[config.mk]
export PLATFORM = sky130hd
export DESIGN_NAME = stall_control_flat
export DESIGN_NICKNAME = d
export VERILOG_FILES = /design/src/rtl/stall_control_pkg.sv /design/src/rtl/stall_control_if.sv /design/src/rtl/stall_control_load_use_detect.sv /design/src/rtl/stall_control.sv /design/src/flat_wrapper.sv
export SDC_FILE = /design/constraint.sdc
export NUM_CORES = 1
export LEC_CHECK = 0
export CORE_ASPECT_RATIO = 1.4
export CORE_MARGIN = 1.5
export CORE_UTILIZATION = 46
export DETAILED_ROUTE_END_ITERATION = 7
export PLACE_DENSITY = 0.95
export SETUP_SLACK_MARGIN = 0.5
export SYNTH_ARGS = -nofsm -noshare
export SYNTH_HDL_FRONTEND = slang
export SYNTH_SLANG_ARGS = --single-unit
[constraint.sdc]
create_clock -name clock -period 5.95 [get_ports clock]
set_clock_uncertainty 0.05 [all_clocks]
set_input_delay 1.19 -clock clock [delete_from_list [all_inputs] [get_ports clock]]
set_output_delay 1.19 -clock clock [all_outputs]
set_load 0.02 [all_outputs]
[src/rtl/stall_control_pkg.sv]
// Shared encodings for the pipeline interlock: instruction field positions,
// opcode / ALU-op constants, the nop word and the multdiv FSM state type.
package stall_control_pkg;

  localparam int OP_HI  = 31;
  localparam int OP_LO  = 27;
  localparam int RD_HI  = 26;
  localparam int RD_LO  = 22;
  localparam int RS_HI  = 21;
  localparam int RS_LO  = 17;
  localparam int RT_HI  = 16;
  localparam int RT_LO  = 12;
  localparam int ALU_HI = 6;
  localparam int ALU_LO = 2;

  localparam logic [4:0] OP_RTYPE = 5'd0;
  localparam logic [4:0] OP_BNE   = 5'd2;
  localparam logic [4:0] OP_JR    = 5'd4;
  localparam logic [4:0] OP_ADDI  = 5'd5;
  localparam logic [4:0] OP_BLT   = 5'd6;
  localparam logic [4:0] OP_SW    = 5'd7;
  localparam logic [4:0] OP_LW    = 5'd8;

  localparam logic [4:0] ALU_MUL  = 5'd6;
  localparam logic [4:0] ALU_DIV  = 5'd7;

  localparam logic [31:0] NOP_IR  = 32'h0000_0000;

  typedef enum logic [1:0] {
    MD_IDLE = 2'd0,
    MD_BUSY = 2'd1,
    MD_DONE = 2'd2
  } md_state_t;

endpackage

[src/rtl/stall_control_if.sv]
// Bundle between the pipeline datapath (master) and the interlock unit (slave).
interface stall_control_if #(
  parameter int CNT_W = 32
);

  logic [31:0]      fd_ir;
  logic [31:0]      dx_ir;
  logic             branch_taken;
  logic             multdiv_ready;
  logic             multdiv_exception;

  logic             pc_enable;
  logic             fd_enable;
  logic             dx_nop;
  logic             xm_nop;
  logic             fd_flush;
  logic             multdiv_start;
  logic             md_busy;
  logic             md_error;
  logic [CNT_W-1:0] stall_count;

  modport master (
    output fd_ir, dx_ir, branch_taken, multdiv_ready, multdiv_exception,
    input  pc_enable, fd_enable, dx_nop, xm_nop, fd_flush,
           multdiv_start, md_busy, md_error, stall_count
  );

  modport slave (
    input  fd_ir, dx_ir, branch_taken, multdiv_ready, multdiv_exception,
    output pc_enable, fd_enable, dx_nop, xm_nop, fd_flush,
           multdiv_start, md_busy, md_error, stall_count
  );

endinterface

[src/rtl/stall_control_load_use_detect.sv]
// Combinational load-use hazard compare between the lw in DX and the
// instruction in FD. Only source registers that would be read in X count;
// a sw whose data register alone matches is served by the MW->XM bypass.
module load_use_detect
  import stall_control_pkg::*;
(
  input  logic [4:0] dx_op_i,
  input  logic [4:0] dx_rd_i,
  input  logic [4:0] fd_op_i,
  input  logic [4:0] fd_rd_i,
  input  logic [4:0] fd_rs_i,
  input  logic [4:0] fd_rt_i,
  output logic       hazard_o
);

  // Per-opcode source-register match against the load destination.
  always_comb begin
    hazard_o = 1'b0;
    if (dx_op_i == OP_LW && dx_rd_i != 5'd0) begin
      case (fd_op_i)
        OP_RTYPE:               hazard_o = (fd_rs_i == dx_rd_i) || (fd_rt_i == dx_rd_i);
        OP_ADDI, OP_SW, OP_LW:  hazard_o = (fd_rs_i == dx_rd_i);
        OP_BNE, OP_BLT:         hazard_o = (fd_rd_i == dx_rd_i) || (fd_rs_i == dx_rd_i);
        OP_JR:                  hazard_o = (fd_rd_i == dx_rd_i);
        default:                hazard_o = 1'b0;
      endcase
    end
  end

endmodule

[src/rtl/stall_control.sv]
// Pipeline interlock: load-use stall, multdiv occupancy FSM with start/ready
// handshake and timeout, branch flush, and a stall-cycle counter.
//
// state   | meaning
// --------+---------------------------------------------------------------
// MD_IDLE | no multdiv in flight; a mul/div in DX issues start and stalls
// MD_BUSY | waiting for multdiv_ready or timeout; pipeline held, XM gets nop
// MD_DONE | result ready; stall released so the mul/div advances to XM
module stall_control
  import stall_control_pkg::*;
#(
  parameter int MD_TIMEOUT = 40,
  parameter int CNT_W      = 32
) (
  input  logic            clock,
  input  logic            reset_n,
  stall_control_if.slave  bus
);

  localparam int TW = (MD_TIMEOUT > 1) ? $clog2(MD_TIMEOUT) : 1;
  localparam logic [TW-1:0] TIMEOUT_LAST = TW'(MD_TIMEOUT - 1);

  md_state_t        state_q;
  logic [TW-1:0]    md_cnt_q;
  logic             md_error_q;
  logic [CNT_W-1:0] stall_count_q;
  logic [CNT_W-1:0] stall_count_d;

  logic [4:0] dx_op, dx_rd, dx_alu;
  logic [4:0] fd_op, fd_rd, fd_rs, fd_rt;
  logic       dx_is_md;
  logic       lu_hazard;
  logic       md_start;
  logic       md_stall;
  logic       lu_stall;
  logic       br_flush;
  logic       pc_en;

  // Fields the interlock never consults; kept visible so lint sees them sunk.
  logic       unused_ir_bits;
  assign unused_ir_bits = ^{bus.fd_ir[11:0], bus.dx_ir[21:7], bus.dx_ir[1:0]};

  assign dx_op  = bus.dx_ir[OP_HI:OP_LO];
  assign dx_rd  = bus.dx_ir[RD_HI:RD_LO];
  assign dx_alu = bus.dx_ir[ALU_HI:ALU_LO];
  assign fd_op  = bus.fd_ir[OP_HI:OP_LO];
  assign fd_rd  = bus.fd_ir[RD_HI:RD_LO];
  assign fd_rs  = bus.fd_ir[RS_HI:RS_LO];
  assign fd_rt  = bus.fd_ir[RT_HI:RT_LO];

  assign dx_is_md = (dx_op == OP_RTYPE) && ((dx_alu == ALU_MUL) || (dx_alu == ALU_DIV));

  load_use_detect u_load_use_detect (
    .dx_op_i  (dx_op),
    .dx_rd_i  (dx_rd),
    .fd_op_i  (fd_op),
    .fd_rd_i  (fd_rd),
    .fd_rs_i  (fd_rs),
    .fd_rt_i  (fd_rt),
    .hazard_o (lu_hazard)
  );

  // Stall/flush resolution; everything is forced to idle values while reset_n is low.
  // Multdiv outranks both load-use and flush; a taken branch overrides load-use.
  always_comb begin
    md_start = reset_n && (state_q == MD_IDLE) && dx_is_md;
    md_stall = reset_n && (md_start || (state_q == MD_BUSY));
    lu_stall = reset_n && lu_hazard && !md_stall && !bus.branch_taken;
    br_flush = reset_n && bus.branch_taken && !md_stall;
    pc_en    = !(md_stall || lu_stall);
  end

  assign bus.pc_enable     = pc_en;
  assign bus.fd_enable     = pc_en;
  assign bus.dx_nop        = lu_stall || br_flush;
  assign bus.xm_nop        = md_stall;
  assign bus.fd_flush      = br_flush;
  assign bus.multdiv_start = md_start;
  assign bus.md_busy       = (state_q != MD_IDLE);
  assign bus.md_error      = md_error_q;
  assign bus.stall_count   = stall_count_q;

  // Multdiv occupancy FSM with timeout counter and sticky error flag.
  always_ff @(posedge clock) begin
    if (!reset_n) begin
      state_q    <= MD_IDLE;
      md_cnt_q   <= '0;
      md_error_q <= 1'b0;
    end else begin
      case (state_q)
        MD_IDLE: begin
          if (dx_is_md) begin
            state_q    <= MD_BUSY;
            md_cnt_q   <= '0;
            md_error_q <= 1'b0;
          end
        end
        MD_BUSY: begin
          if (bus.multdiv_ready) begin
            state_q    <= MD_DONE;
            md_error_q <= bus.multdiv_exception;
          end else if (md_cnt_q == TIMEOUT_LAST) begin
            state_q    <= MD_DONE;
            md_error_q <= 1'b1;
          end else begin
            md_cnt_q   <= md_cnt_q + TW'(1);
          end
        end
        MD_DONE: state_q <= MD_IDLE;
        default: state_q <= MD_IDLE;
      endcase
    end
  end

  always_comb begin
    stall_count_d = stall_count_q;
    if (!pc_en) stall_count_d = stall_count_q + CNT_W'(1);
  end

  // Stall-cycle performance counter, wraps naturally.
  always_ff @(posedge clock) begin
    if (!reset_n) stall_count_q <= '0;
    else          stall_count_q <= stall_count_d;
  end

endmodule

[src/flat_wrapper.sv]
// flat-port wrapper written by rule: the top's interface ports become plain ports
module stall_control_flat import stall_control_pkg::*;
#(
  parameter int MD_TIMEOUT = 40,
  parameter int CNT_W      = 32
)
  (clock, reset_n, bus_fd_ir, bus_dx_ir, bus_branch_taken, bus_multdiv_ready, bus_multdiv_exception, bus_pc_enable, bus_fd_enable, bus_dx_nop, bus_xm_nop, bus_fd_flush, bus_multdiv_start, bus_md_busy, bus_md_error, bus_stall_count);
  stall_control_if #(.CNT_W(CNT_W)) bus_i ();
  input  logic clock;
  input  logic reset_n;
  input wire logic [$bits(bus_i.fd_ir)-1:0] bus_fd_ir;
  input wire logic [$bits(bus_i.dx_ir)-1:0] bus_dx_ir;
  input wire logic [$bits(bus_i.branch_taken)-1:0] bus_branch_taken;
  input wire logic [$bits(bus_i.multdiv_ready)-1:0] bus_multdiv_ready;
  input wire logic [$bits(bus_i.multdiv_exception)-1:0] bus_multdiv_exception;
  output wire logic [$bits(bus_i.pc_enable)-1:0] bus_pc_enable;
  output wire logic [$bits(bus_i.fd_enable)-1:0] bus_fd_enable;
  output wire logic [$bits(bus_i.dx_nop)-1:0] bus_dx_nop;
  output wire logic [$bits(bus_i.xm_nop)-1:0] bus_xm_nop;
  output wire logic [$bits(bus_i.fd_flush)-1:0] bus_fd_flush;
  output wire logic [$bits(bus_i.multdiv_start)-1:0] bus_multdiv_start;
  output wire logic [$bits(bus_i.md_busy)-1:0] bus_md_busy;
  output wire logic [$bits(bus_i.md_error)-1:0] bus_md_error;
  output wire logic [$bits(bus_i.stall_count)-1:0] bus_stall_count;
  assign bus_i.fd_ir = bus_fd_ir;
  assign bus_i.dx_ir = bus_dx_ir;
  assign bus_i.branch_taken = bus_branch_taken;
  assign bus_i.multdiv_ready = bus_multdiv_ready;
  assign bus_i.multdiv_exception = bus_multdiv_exception;
  assign bus_pc_enable = bus_i.pc_enable;
  assign bus_fd_enable = bus_i.fd_enable;
  assign bus_dx_nop = bus_i.dx_nop;
  assign bus_xm_nop = bus_i.xm_nop;
  assign bus_fd_flush = bus_i.fd_flush;
  assign bus_multdiv_start = bus_i.multdiv_start;
  assign bus_md_busy = bus_i.md_busy;
  assign bus_md_error = bus_i.md_error;
  assign bus_stall_count = bus_i.stall_count;
  stall_control #(.MD_TIMEOUT(MD_TIMEOUT), .CNT_W(CNT_W)) u_core (.clock(clock), .reset_n(reset_n), .bus(bus_i));
endmodule
==> reports/metrics.cfg <==
[critical_path]
worstPathRequired_ns=4.71
r2r_cells=6
cpPeakStageDelay_ns=0.66
crit_arrival_ns=3.63
critPathKind=in -> out
worstPathMaxFanout=7
critPathMostFrequentCell=clkdlybuf4s50_1
critPathLaunchType=input port
critPathSlowestCell=clkdlybuf4s50_1
cp-end-kind=primary output
cp_cell_sequence=clkdlybuf4s50_1, or4_1, o211a_2, a21o_1, nor2_1, clkdlybuf4s50_1

[floorplanning]
die_w_um=65.2
start_util=0.479
die_y_um=90.1
ios=109
dieArea_um2=5870
core_area_um2=5200
rows=31

[pwr]
cellPowerDensity_nw_per_um2=156
fin_total_pwr_mw=0.530
leakagePower_nw=1.16
ir_drop_mv=0.133

[sta]
worst_slack_ns=1.08
fmax_ghz=0.205
maxSlewViolCount=0
layout_min_cycle_time_ns=4.87
setup_violations=0
fin_crit_sh=0.819
hold_viol=0
worstMarginPinSlew_ns=1.07
rsz0062_at_grt=no
slew_headroom=0.284
setup_tns_ns=0

[synth]
avgSynthCellArea_um2=8.47
synth_enable_flop_cells=0
synth_fp_nets=365
synth_flop_cell=dfxtp_1
yosysTopAreaCellShare=0.330
yosysWarnings=0
syn_area_um2=2490
synth-seq-cells=41
async_flop_share=0
netlist_instances=294
ys_top_cells_by_area=dfxtp_1 (33%), mux2i_1 (7.6%), nand2_1 (5.0%)
synth.largest_area_cell=dfxtp_1
synth.distinct_cells=53
ys_seq_area_frac=0.330

[cts]
clockBufferDepth=2
cts_max_level=2
clk_latency_ns=0.30
hold_buffers=0
clkSinkCount=41
postCtsSetupBuffers=0
clkTransAtPathRegs_ns=0.08
numCtsBuffers=5
cts_tree=done
cts_resized=0
root_buffer=clkbuf_8

[cells_and_area]
area_growth_pct=36.5
antenna_cells=0
fin_area_um2=3400
final_nets=438
layout_common_cells=clkdlybuf4s50_1 (78), dfxtp_1 (41), nand2_1 (33)
mostFrequentLayoutCell=clkdlybuf4s50_1
num-fill-cells=444
drive_gt1_frac=0.0625
final_cells=434

[route]
finalWirelength_um=6070
num_vias=2481
vias_per_cell=5.72
wl_per_cell_um=14.0
drc_errors=0
first_pass_iters=4
drt_iter0_drc=124
ant_nets=0

[global_routing]
grt_max_degree=41
grt_overflow=0
antenna_found_initial=0
grt_pass1_vias=2275
grt_pass1_wl_um=10400
grt.total_usage=0.216

[min_path]
hold_class=reg -> reg
hold_depth=2

[placement]
placed_area_um2=3300
place_ws_ns=1.07
hpwl_um=4560
numPortBuffers=78
place_inst=426
routabilityCongestion=0.846

[run_status]
status=completed

[job]
cap_viol_max_count=0

## cell usage after synthesis (3+ instances only)
cell and instances:
mux2i_1 19, xor2_1 13, nor2_1 20, and2_1 3
nand4_1 13, nor3_1 3, buf_2 5, nand2b_1 14
clkbuf_1 7, xnor2_1 6, o21ai_1 4, or4_1 12
nand2_1 33, o31ai_1 11, inv_1 8, a21oi_1 22
a21boi_1 4, and3_1 8, dfxtp_1 41, nand3_1 8
## metal layers
layer | global-route usage | wire, um
met1 | 0.271 | 2510
met2 | 0.368 | 3170
met3 | 0.0413 | 306
met4 | 0.0642 | 88
met5 | 0 | 0
## worst paths after layout
check | start | end | slack (ns)
worst max-delay path | bus_dx_ir[23] | bus_fd_enable | 1.08
worst min-delay path | u_core.bus.stall_count[17] | u_core.bus.stall_count[17] | 0.44
worst max register to register | u_core.state_q[1] | u_core.bus.stall_count[23] | 3.54
worst min register to register | u_core.bus.stall_count[17] | u_core.bus.stall_count[17] | 0.44
## through the flow
step | hold WS, ns | util
floorplan | 0.429 | -
global placement | 0.419 | 0.635
detailed placement | 0.434 | 0.635
CTS | 0.448 | 0.654
global route | 0.475 | 0.654
finish | 0.444 | 0.654
## critical path: cells and delay by family
family                 cells  cell delay [ns]
AO/OA/AOI/OAI              2             0.50
buffers and inverters      2             1.17
AND/OR/NAND/NOR            2             0.77
## layout make-up
| cell class | count | area [um2] | area share |
|---|---|---|---|
| inverters | 9 | 33.8 | 0.00994 |
| clock buffers | 6 | 82.6 | 0.0243 |
| flip-flops and latches | 41 | 821 | 0.242 |
| well taps | 66 | 82.6 | 0.0243 |
| clock inverters | 2 | 13.8 | 0.00405 |
| multi-input cells | 231 | 1580 | 0.464 |
| repair buffers | 79 | 788 | 0.232 |
## state kept, by name, indices dropped and copies added, names as in the netlist
| register | flops |
|---|---|
| u_core.md_cnt_q | 6 |
| u_core.state_q | 2 |
| u_core.bus.md_error | 1 |
| u_core.bus.stall_count | 32 |
## report_power, final
part	switching, mW	internal [mW]
sequential	0.0000482	0.274
combinational	0.0266	0.0344
clock	0.101	0.0940
## cells by family after synthesis
group	share of synthesized area
AOI/OAI and AO/OA	0.173
xor gates and xnor gates	0.0668
adders and majority gates	0.0100
muxes	0.0809
and+or+nand+nor	0.303
buffers and inverters	0.0372
DFF	0.330
Power figures use the tool's default switching activity.
